**config.mk**
```make
export PLATFORM = sky130hd
export DESIGN_NAME = multi_timer
export DESIGN_NICKNAME = d
export VERILOG_FILES = /design/src/rtl/multi_timer.sv
export SDC_FILE = /design/constraint.sdc
export NUM_CORES = 1
export LEC_CHECK = 0
export CELL_PAD_IN_SITES_DETAIL_PLACEMENT = 0
export CELL_PAD_IN_SITES_GLOBAL_PLACEMENT = 2
export CORE_UTILIZATION = 36
export CTS_CLUSTER_DIAMETER = 30
export DETAILED_ROUTE_END_ITERATION = 10
export PLACE_DENSITY = 0.87
export SKIP_LAST_GASP = 1
export SYNTH_ARGS = -nofsm -noshare
export SYNTH_HDL_FRONTEND = slang
export SYNTH_SLANG_ARGS = --single-unit
```
**constraint.sdc**
```tcl
create_clock -name clk -period 1.8 [get_ports clk]
set_input_delay 0.45 -clock clk [delete_from_list [all_inputs] [get_ports clk]]
set_output_delay 0.45 -clock clk [all_outputs]
set_load 0.05 [all_outputs]
```
**src/rtl/multi_timer.sv**
```systemverilog
// -----------------------------------------------------------------------------
// multi_timer
//   Bank of CH independent programmable timers. While enabled, each channel
//   counts 0..div and then wraps, producing a one-cycle tick and toggling its
//   divided square-wave output. Divisors are written one channel at a time
//   through a load strobe, which is acknowledged (or flagged as an error when
//   the channel index does not exist).
//
//   Optional feature (macro MULTI_TIMER_SYNC_EN):
//     when defined, a sync strobe restarts every channel's phase
//     (counter and clk_out cleared, no tick). When undefined, sync is ignored.
//
// Ports
//   clk       in   system clock, rising edge
//   rst_n     in   asynchronous active-low reset
//   en        in   [CH]     per-channel count enable
//   load      in   1        divisor-load strobe
//   load_ch   in   [4]      channel index for load
//   load_div  in   [CNT_W]  divisor value for load
//   sync      in   1        phase-restart strobe (MULTI_TIMER_SYNC_EN only)
//   load_ack  out  1        one-cycle acknowledge of an accepted load
//   load_err  out  1        one-cycle flag for a load to a missing channel
//   tick      out  [CH]     one-cycle terminal-count pulse per channel
//   clk_out   out  [CH]     divided square wave, half-period div+1 cycles
// -----------------------------------------------------------------------------
module multi_timer #(
  parameter int CH      = 4,
  parameter int CNT_W   = 20,
  parameter int DEF_DIV = 1000000
) (
  input  logic             clk,
  input  logic             rst_n,
  input  logic [CH-1:0]    en,
  input  logic             load,
  input  logic [3:0]       load_ch,
  input  logic [CNT_W-1:0] load_div,
  input  logic             sync,
  output logic             load_ack,
  output logic             load_err,
  output logic [CH-1:0]    tick,
  output logic [CH-1:0]    clk_out
);

  logic [CNT_W-1:0] cnt_q [CH];
  logic [CNT_W-1:0] cnt_d [CH];
  logic [CNT_W-1:0] div_q [CH];
  logic [CNT_W-1:0] div_d [CH];
  logic [CH-1:0]    clk_q, clk_d;
  logic [CH-1:0]    tick_q, tick_d;
  logic             ack_q, ack_d;
  logic             err_q, err_d;
  logic [CH-1:0]    ld_hit;
  logic             sync_act;

`ifdef MULTI_TIMER_SYNC_EN
  assign sync_act = sync;
`else
  // sync is deliberately left dangling; the constant below folds away all
  // restart logic.
  logic unused_sync;
  assign unused_sync = sync;
  assign sync_act    = 1'b0;
`endif

  // Decode by equality against each existing channel, so an index >= CH
  // simply matches nothing and never indexes past the arrays.
  always_comb begin
    ld_hit = '0;
    for (int i = 0; i < CH; i++) begin
      ld_hit[i] = load && (load_ch == 4'(i));
    end
  end

  assign ack_d = |ld_hit;
  assign err_d = load && !(|ld_hit);

  always_comb begin
    cnt_d  = cnt_q;
    div_d  = div_q;
    clk_d  = clk_q;
    tick_d = '0;
    for (int i = 0; i < CH; i++) begin
      if (ld_hit[i]) begin
        // Load wins over a coincident terminal count: no tick, no toggle.
        div_d[i] = load_div;
        cnt_d[i] = '0;
        if (sync_act) clk_d[i] = 1'b0;
      end else if (sync_act) begin
        cnt_d[i] = '0;
        clk_d[i] = 1'b0;
      end else if (en[i]) begin
        if (cnt_q[i] == div_q[i]) begin
          cnt_d[i]  = '0;
          clk_d[i]  = ~clk_q[i];
          tick_d[i] = 1'b1;
        end else begin
          cnt_d[i] = cnt_q[i] + CNT_W'(1);
        end
      end
    end
  end

  always_ff @(posedge clk or negedge rst_n) begin
    if (!rst_n) begin
      for (int i = 0; i < CH; i++) begin
        cnt_q[i] <= '0;
        div_q[i] <= CNT_W'(DEF_DIV);
      end
      clk_q  <= '0;
      tick_q <= '0;
      ack_q  <= 1'b0;
      err_q  <= 1'b0;
    end else begin
      cnt_q  <= cnt_d;
      div_q  <= div_d;
      clk_q  <= clk_d;
      tick_q <= tick_d;
      ack_q  <= ack_d;
      err_q  <= err_d;
    end
  end

  assign load_ack = ack_q;
  assign load_err = err_q;
  assign tick     = tick_q;
  assign clk_out  = clk_q;

endmodule

```
==> flow_summary.yaml, run 1 <==
status:
  outcome: "finished with violations"
  failed_checks: "setup timing"
clock_tree:
  cts_buffer_depth: 2
  cts_tree: "built"
  path_clk_slew_ns: 0.06
  cts_made_buffers: 17
  cts_sinks: 170
  cts_root_buf: "clkbuf_16"
  clock_insertion_delay_worst_skew_ns: 0.43
  htreeDepth: 4
placed_design:
  port_buffers: 40
  gp_congestion: 0.779
  hpwlAfterDp_um: 15000
  numPlacedInstances: 1240
final_layout:
  fin_nets: 1008
  synthToLayoutAreaGrowth_pct: 37.4
  fillers: 2063
  fin_util_pct: 51.0
  drive_gt1_share_pct: 37.3
  insertedDiodeCount: 0
  stdcell_count: 1298
worst_hold_path:
  min_path_type: "primary input to flip-flop"
pwr:
  cellPowerDensity_mw_per_mm2: 1030
  p_total_uw: 12000
  p_leak_uw: 0.00519
  ir_drop_mv: 0.635
yosys:
  async_reset_ff_share_pct: 100
  ys_warn_count: 0
  synth_fa_ha_area_share_pct: 0.589
  synth.avg_cell_area_um2: 10.5
  synthCells: 806
  synth_compound_area_share_pct: 7.05
  synth_seq_cells: 170
  synth_xor_area_share_pct: 11.3
  synth_edf_count: 0
  syn-num-nets: 842
  synthMuxAreaShare_pct: 8.18
  yosysSeqAreaShare_pct: 50.4
  yosys.area_share.simple_pct: 20.1
  ys.flop_type: "dfrtp_1"
  syn_area_mm2: 0.00850
  synth_cell_type_count: 54
  synth_top_family_by_area: "simple AND/OR/NAND/NOR gates"
timing:
  setup_viol: 57
  skew_ns: 0.0119
  tightest_slew_ns: 0.577
  holdWs_ns: 0.359
  fmax_ghz: 0.506
  max_slew_margin_pct: 61.4
  final.setup.worst_slack_ns: -0.176
  period_minus_slack_ns: 1.98
  finalHoldViolCount: 0
  finalCritPeriodShare_pct: 110
  grt_setup_unrepaired: "yes"
  final-max-slew-violation-count: 0
  finalSetupTns_ns: -3.49
floorplan:
  die_area_mm2: 0.0242
  start_util_pct: 37.1
  io_pins: 42
  rows: 55
  fp.coreArea_mm2: 0.0229
  dieHeight_um: 156
  die_width_um: 156
detailed_routing:
  drt_iter0_markers: 294
  ant_nets: 0
  vias: 6653
  totalWireLength_um: 22400
  first_pass_iters: 7
  drc: 0
  wire_per_inst_um: 17.3
  viasPerCell: 5.13
job:
  max-cap-violations: 0
global_routing:
  grt.overflow.total: 0
  track_usage_pct: 19.2
  antenna_found_initial: 1
  grt_pass1_wl_um: 35600
  grt_max_degree: 46
  grt_pass1_vias: 6620
setup_path:
  cp_data_required_time_ns: 2.11
  worst_ep_arrival_time_ns: 2.29
  critPathMaxFanout: 11
  cp-start-kind: "flip-flop"
  path_class: "flip-flop to flip-flop"
  critical_path.endpoint_type: "flip-flop"
## layer usage
layer | share of wire [%] | vias up | wire length (µm) | GRT usage (%)
met5 | 0 | - | 0 | 0
met4 | 0.83 | 0 | 186 | 4.81
met3 | 4.5 | 16 | 1010 | 3.75
met2 | 48 | 122 | 10700 | 30.8
met1 | 47 | 3336 | 10500 | 26.5
li1 | - | 3179 | - | -
## synthesized netlist by cell type, types with 3 or more instances
master	instances	area [µm²]
nor2b_1	5	31.3
xor2_1	58	508
or3_1	16	100
buf_4	4	30.0
nor3_1	9	45.0
buf_2	14	70.1
nor4_1	6	37.5
dfstp_2	28	736
a22o_1	9	78.8
and3_1	19	119
o311ai_0	10	87.6
nand3b_1	3	22.5
a31oi_1	4	25.0
nor2_1	47	176
and4_1	10	87.6
xnor2_1	52	455
dfrtp_1	142	3550
mux2_2	60	676
inv_1	8	30.0
nand2b_1	5	31.3
a21o_1	11	82.6
a221o_1	6	60.1
nand2_1	116	435
o21ai_0	12	60.1
a21oi_1	18	90.1
nand4_1	22	138
o31ai_1	6	45.0
ha_1	4	50.1
nand3_1	56	280
and2_1	3	18.8
clkbuf_1	12	45.0
## registers in the layout, summed over array words and instances, names as in the netlist
name	cells
div_q	80
tick	4
load_ack	1
clk_out	4
cnt_q	80
load_err	1
## cells by family after synthesis
family / Yosys count
xor+xnor: 110
mux: 62
buf+inv: 40
simple gates: 337
flops: 170
fa+ha+maj: 4
compound gates: 83
## repair_timing
action                                  in CTS  in global routing
setup buffers                                4                 12
cloned                                       7                  6
gates resized for setup                     39                107
hold endpoints to repair                    19                  0
pin swaps                                   17                 64
endpoints found under the setup margin     130                 85
hold buffers                                 1                  0
## power by group
| group | leakage (µW) | switching, µW | total [µW] | internal (µW) |
|---|---|---|---|---|
| clock | 0.000302 | 1510 | 3850 | 2330 |
| sequential | 0.00212 | 607 | 5210 | 4600 |
| combinational | 0.00277 | 1380 | 2940 | 1560 |
## cells in the final DEF (no fill, tap or decap), types with 6 or more instances in the layout
| cell | Yosys | layout |
|---|---|---|
| dfrtp_1 | 142 | 134 |
| buf_4 | 4 | 119 |
| nand2_1 | 116 | 115 |
| mux2_2 | 60 | 60 |
| xor2_1 | 58 | 55 |
| xnor2_1 | 52 | 46 |
| nand3_1 | 56 | 42 |
| nor2_1 | 47 | 32 |
| dfstp_2 | 28 | 28 |
| clkdlybuf4s50_1 | 0 | 26 |
| nand4_1 | 22 | 22 |
| clkbuf_16 | 0 | 21 |
| and3_1 | 19 | 18 |
| or3_1 | 16 | 12 |
| buf_12 | 0 | 12 |
| nand3_2 | 1 | 10 |
| a21o_1 | 11 | 9 |
| a21oi_2 | 0 | 9 |
| a22o_1 | 9 | 9 |
| nor2_2 | 1 | 9 |
| inv_1 | 8 | 8 |
| a21oi_1 | 18 | 8 |
| and4_1 | 10 | 8 |
| buf_6 | 1 | 8 |
| dfrtp_2 | 0 | 8 |
| nor2_4 | 0 | 7 |
| nor4_2 | 2 | 6 |
| o31ai_1 | 6 | 6 |
| a221o_1 | 6 | 6 |
## final cells by class
type / count / area [µm²] / share of cell area [%]
Clock buffer: 25 / 495 / 4.24
Clock inverter: 7 / 114 / 0.975
Inverter: 8 / 30.0 / 0.257
Multi-Input combinational cell: 600 / 4670 / 40.0
Sequential cell: 170 / 4300 / 36.8
Tap cell: 313 / 392 / 3.35
Timing Repair Buffer: 175 / 1680 / 14.4
## critical path, cell delays in order (launching register included)
cell and delay (ns):
dfrtp_1 0.41, xor2_1 0.19, nor4_2 0.30, nand3_1 0.18, nor3_4 0.18, buf_12 0.16
and4b_1 0.19, a221o_1 0.26
## stage by stage
step | instance area (µm²) | setup slack, ns
floorplan | 8540 | -0.0361
global placement | 10100 | -0.666
detailed placement | 10100 | -0.693
CTS | 11000 | -0.199
global route | 11700 | -0.311
finish | 11700 | -0.176
## final timing paths
kind,startpoint,end,slack [ns],cells after the start
setup reg to reg,cnt_q[43]$_DFFE_PN0P_,cnt_q[55]$_DFFE_PN0P_,-0.18,7
max in group asynchronous,rst_n,div_q[19]$_DFFE_PN1N_,0.69,3
setup / recovery,cnt_q[43]$_DFFE_PN0P_,cnt_q[55]$_DFFE_PN0P_,-0.18,7
hold / removal,load_ch[3],load_err$_DFF_PN0_,0.36,2
hold reg to reg,clk_out[2]$_DFFE_PN0P_,clk_out[2]$_DFFE_PN0P_,0.46,1
min in group asynchronous,rst_n,cnt_q[45]$_DFFE_PN0P_,0.49,2
Note: power is estimated with default switching activity, not from simulation.
==> run 2: changes to the inputs <==
--- a/config.mk
+++ b/config.mk
@@ -7,9 +7,11 @@
 export LEC_CHECK = 0
 export CELL_PAD_IN_SITES_DETAIL_PLACEMENT = 0
 export CELL_PAD_IN_SITES_GLOBAL_PLACEMENT = 2
+export CORE_ASPECT_RATIO = 1.2
 export CORE_UTILIZATION = 36
 export CTS_CLUSTER_DIAMETER = 30
 export DETAILED_ROUTE_END_ITERATION = 10
+export GPL_TIMING_DRIVEN = 0
 export PLACE_DENSITY = 0.87
 export SKIP_LAST_GASP = 1
 export SYNTH_ARGS = -nofsm -noshare
==> flow_summary.yaml, run 2 (same netlist as run 1, synthesis figures left out) <==
status:
  outcome: "finished with violations"
  failed_checks: "setup timing"
floorplan:
  rows: 61
  start_util_pct: 36.6
  io_pins: 42
  die_area_mm2: 0.0242
  die_width_um: 142
  fp.coreArea_mm2: 0.0232
  dieHeight_um: 170
pwr:
  p_leak_uw: 0.00486
  p_clk_share_pct: 32.7
  ir_drop_mv: 0.603
  intPower_uw: 8220
  p_sw_uw: 3620
  cellPowerDensity_mw_per_mm2: 1060
  switching_share_pct: 30.5
  power_frac_seq_pct: 45.0
  power_frac_comb_pct: 22.3
detailed_routing:
  vias: 6481
  ant_nets: 0
  totalWireLength_um: 22200
  drt_iter0_markers: 374
  first_pass_iters: 5
  drc: 0
  viasPerCell: 5.17
  wire_per_inst_um: 17.7
timing:
  grt_setup_unrepaired: "yes"
  max_slew_margin_pct: 50.2
  skew_ns: 0.00777
  finalHoldViolCount: 0
  fmax_ghz: 0.504
  setup_viol: 51
  tightest_slew_ns: 0.747
  period_minus_slack_ns: 1.98
  final-max-slew-violation-count: 0
  finalCritPeriodShare_pct: 110
  final.setup.worst_slack_ns: -0.184
setup_path:
  crit_top_cell: "buf_6"
  cp_data_required_time_ns: 2.12
  path_class: "flip-flop to flip-flop"
  crit_chain: "xor2_1, nor4_1, nand3_1, nor3_4, buf_6, nor2_4, buf_6, a221o_1"
  cpMaxStageDelayCell: "dfrtp_1"
  critical_path.endpoint_type: "flip-flop"
  rrSetupSlack_ns: -0.18
  worst_ep_arrival_time_ns: 2.30
  r2r_cells: 8
  rr_startpoint: "cnt_q[56]$_DFFE_PN0P_"
  cp-start-kind: "flip-flop"
  critPathMaxFanout: 6
  critPathMaxStageDelay_ns: 0.43
  r2r-end: "cnt_q[44]$_DFFE_PN0P_"
  cp-startpoint: "cnt_q[56]$_DFFE_PN0P_"
  crit_end: "cnt_q[44]$_DFFE_PN0P_"
placed_design:
  port_buffers: 40
  hpwlAfterDp_um: 14500
  post_dp_cell_area_mm2: 0.00937
  gp_congestion: 0.762
  dpl_worst_slack_ns: -0.954
global_routing:
  grt_max_degree: 94
  grt.overflow.total: 0
  antenna_found_initial: 0
  grt_pass1_vias: 6628
  grt_pass1_wl_um: 35500
  track_usage_pct: 19.3
clock_tree:
  cts_root_buf: "clkbuf_16"
  cts_sinks: 170
  path_clk_slew_ns: 0.07
  cts_made_buffers: 17
  cts_tree: "built"
  htreeDepth: 4
  hold_buffers: 0
  cts_buffer_depth: 2
  clock_insertion_delay_worst_skew_ns: 0.44
final_layout:
  drive_gt1_share_pct: 35.6
  design_area_mm2: 0.0112
  mostFrequentLayoutCell: "dfrtp_1"
  top_regs: "cnt_q (80), div_q (80)"
  fillers: 2152
  insertedDiodeCount: 0
  synthToLayoutAreaGrowth_pct: 31.5
  mostFrequentLayoutCells: "dfrtp_1 (122), nand2_1 (113), mux2_2 (60)"
  fin_nets: 962
job:
  max-cap-violations: 0
worst_hold_path:
  min_path_type: "primary input to asynchronous set/reset pin"
[run 2: changes by cell type in the layout (fill, tap and decap cells not counted), moves of 10 or more]
cell,previous run,this run
buf_12,12,2
buf_6,8,21
dfrtp_1,134,122
buf_4,119,50
dfrtp_2,8,20
[run 2: metal layers]
layer | part of all wire (%) | vias up | global-route usage [%]
met5 | 0 | - | 0
met4 | 1.6 | 0 | 6.31
met3 | 3.0 | 28 | 3.07
met2 | 51 | 105 | 32.8
met1 | 45 | 3286 | 25.0
li1 | - | 3062 | -
[run 2: worst min path at each step]
stage                           start                endpoint  cells past startpoint
3_5_place_dp    div_q[59]$_DFFE_PN1N_   div_q[59]$_DFFE_PN1N_                      2
4_1_cts                         rst_n       tick[1]$_DFF_PN0_                      1
2_1_floorplan                   rst_n  clk_out[0]$_DFFE_PN0P_                      0
5_1_grt                         rst_n       tick[1]$_DFF_PN0_                      1
6_report                        rst_n       tick[1]$_DFF_PN0_                      1
3_3_place_gp   clk_out[2]$_DFFE_PN0P_  clk_out[2]$_DFFE_PN0P_                      1
[run 2: critical path: cells and delay by family, from the launching register on]
kind	cells	cell delay [ns]
AND/OR/NAND/NOR	4	0.67
flip-flops	1	0.43
buffers and inverters	2	0.29
AO/OA/AOI/OAI	1	0.28
XOR/XNOR	1	0.19
[run 2: what timing repair did]
| action | in CTS | in global routing |
|---|---|---|
| setup endpoints to repair | 174 | 139 |
| setup buffers | 38 | 25 |
| cloned | 5 | 1 |
| pin swaps | 45 | 46 |
| resized for setup | 114 | 100 |
[run 2: layout make-up]
class / instances / area, µm² / share of cell area, %
Sequential cell: 170 / 4310 / 38.6
Timing Repair Buffer: 105 / 997 / 8.92
Buffer: 27 / 236 / 2.12
Tap cell: 315 / 394 / 3.53
Clock inverter: 15 / 190 / 1.70
Inverter: 8 / 30.0 / 0.269
Clock buffer: 17 / 425 / 3.80
Multi-Input combinational cell: 597 / 4590 / 41.1
[run 2: metrics by stage]
stage               setup TNS (ns)  hold slack (ns)  total power [µW]  utilization (%)  std cells
detailed placement         -116.22            0.458              7420             40.4       1162
global placement          -1242.37            0.454              7350             40.3       1161
CTS                          -4.85           0.0737             11700             45.9       1234
finish                       -3.60           0.0386             11800             48.2       1254
global route                 -9.08           0.0888             12400             48.2       1254
floorplan                   -0.706            0.154              6690                -        806
[run 2: power groups by stage]
stage | Sequential [µW] | Clock [µW] | Combinational (µW)
after detailed placement | 5340 | 0 | 2080
after global placement | 5320 | 0 | 2030
after floorplan | 5220 | 0 | 1470
after CTS | 5300 | 3940 | 2410
final | 5320 | 3870 | 2640
after global routing | 5430 | 4100 | 2890
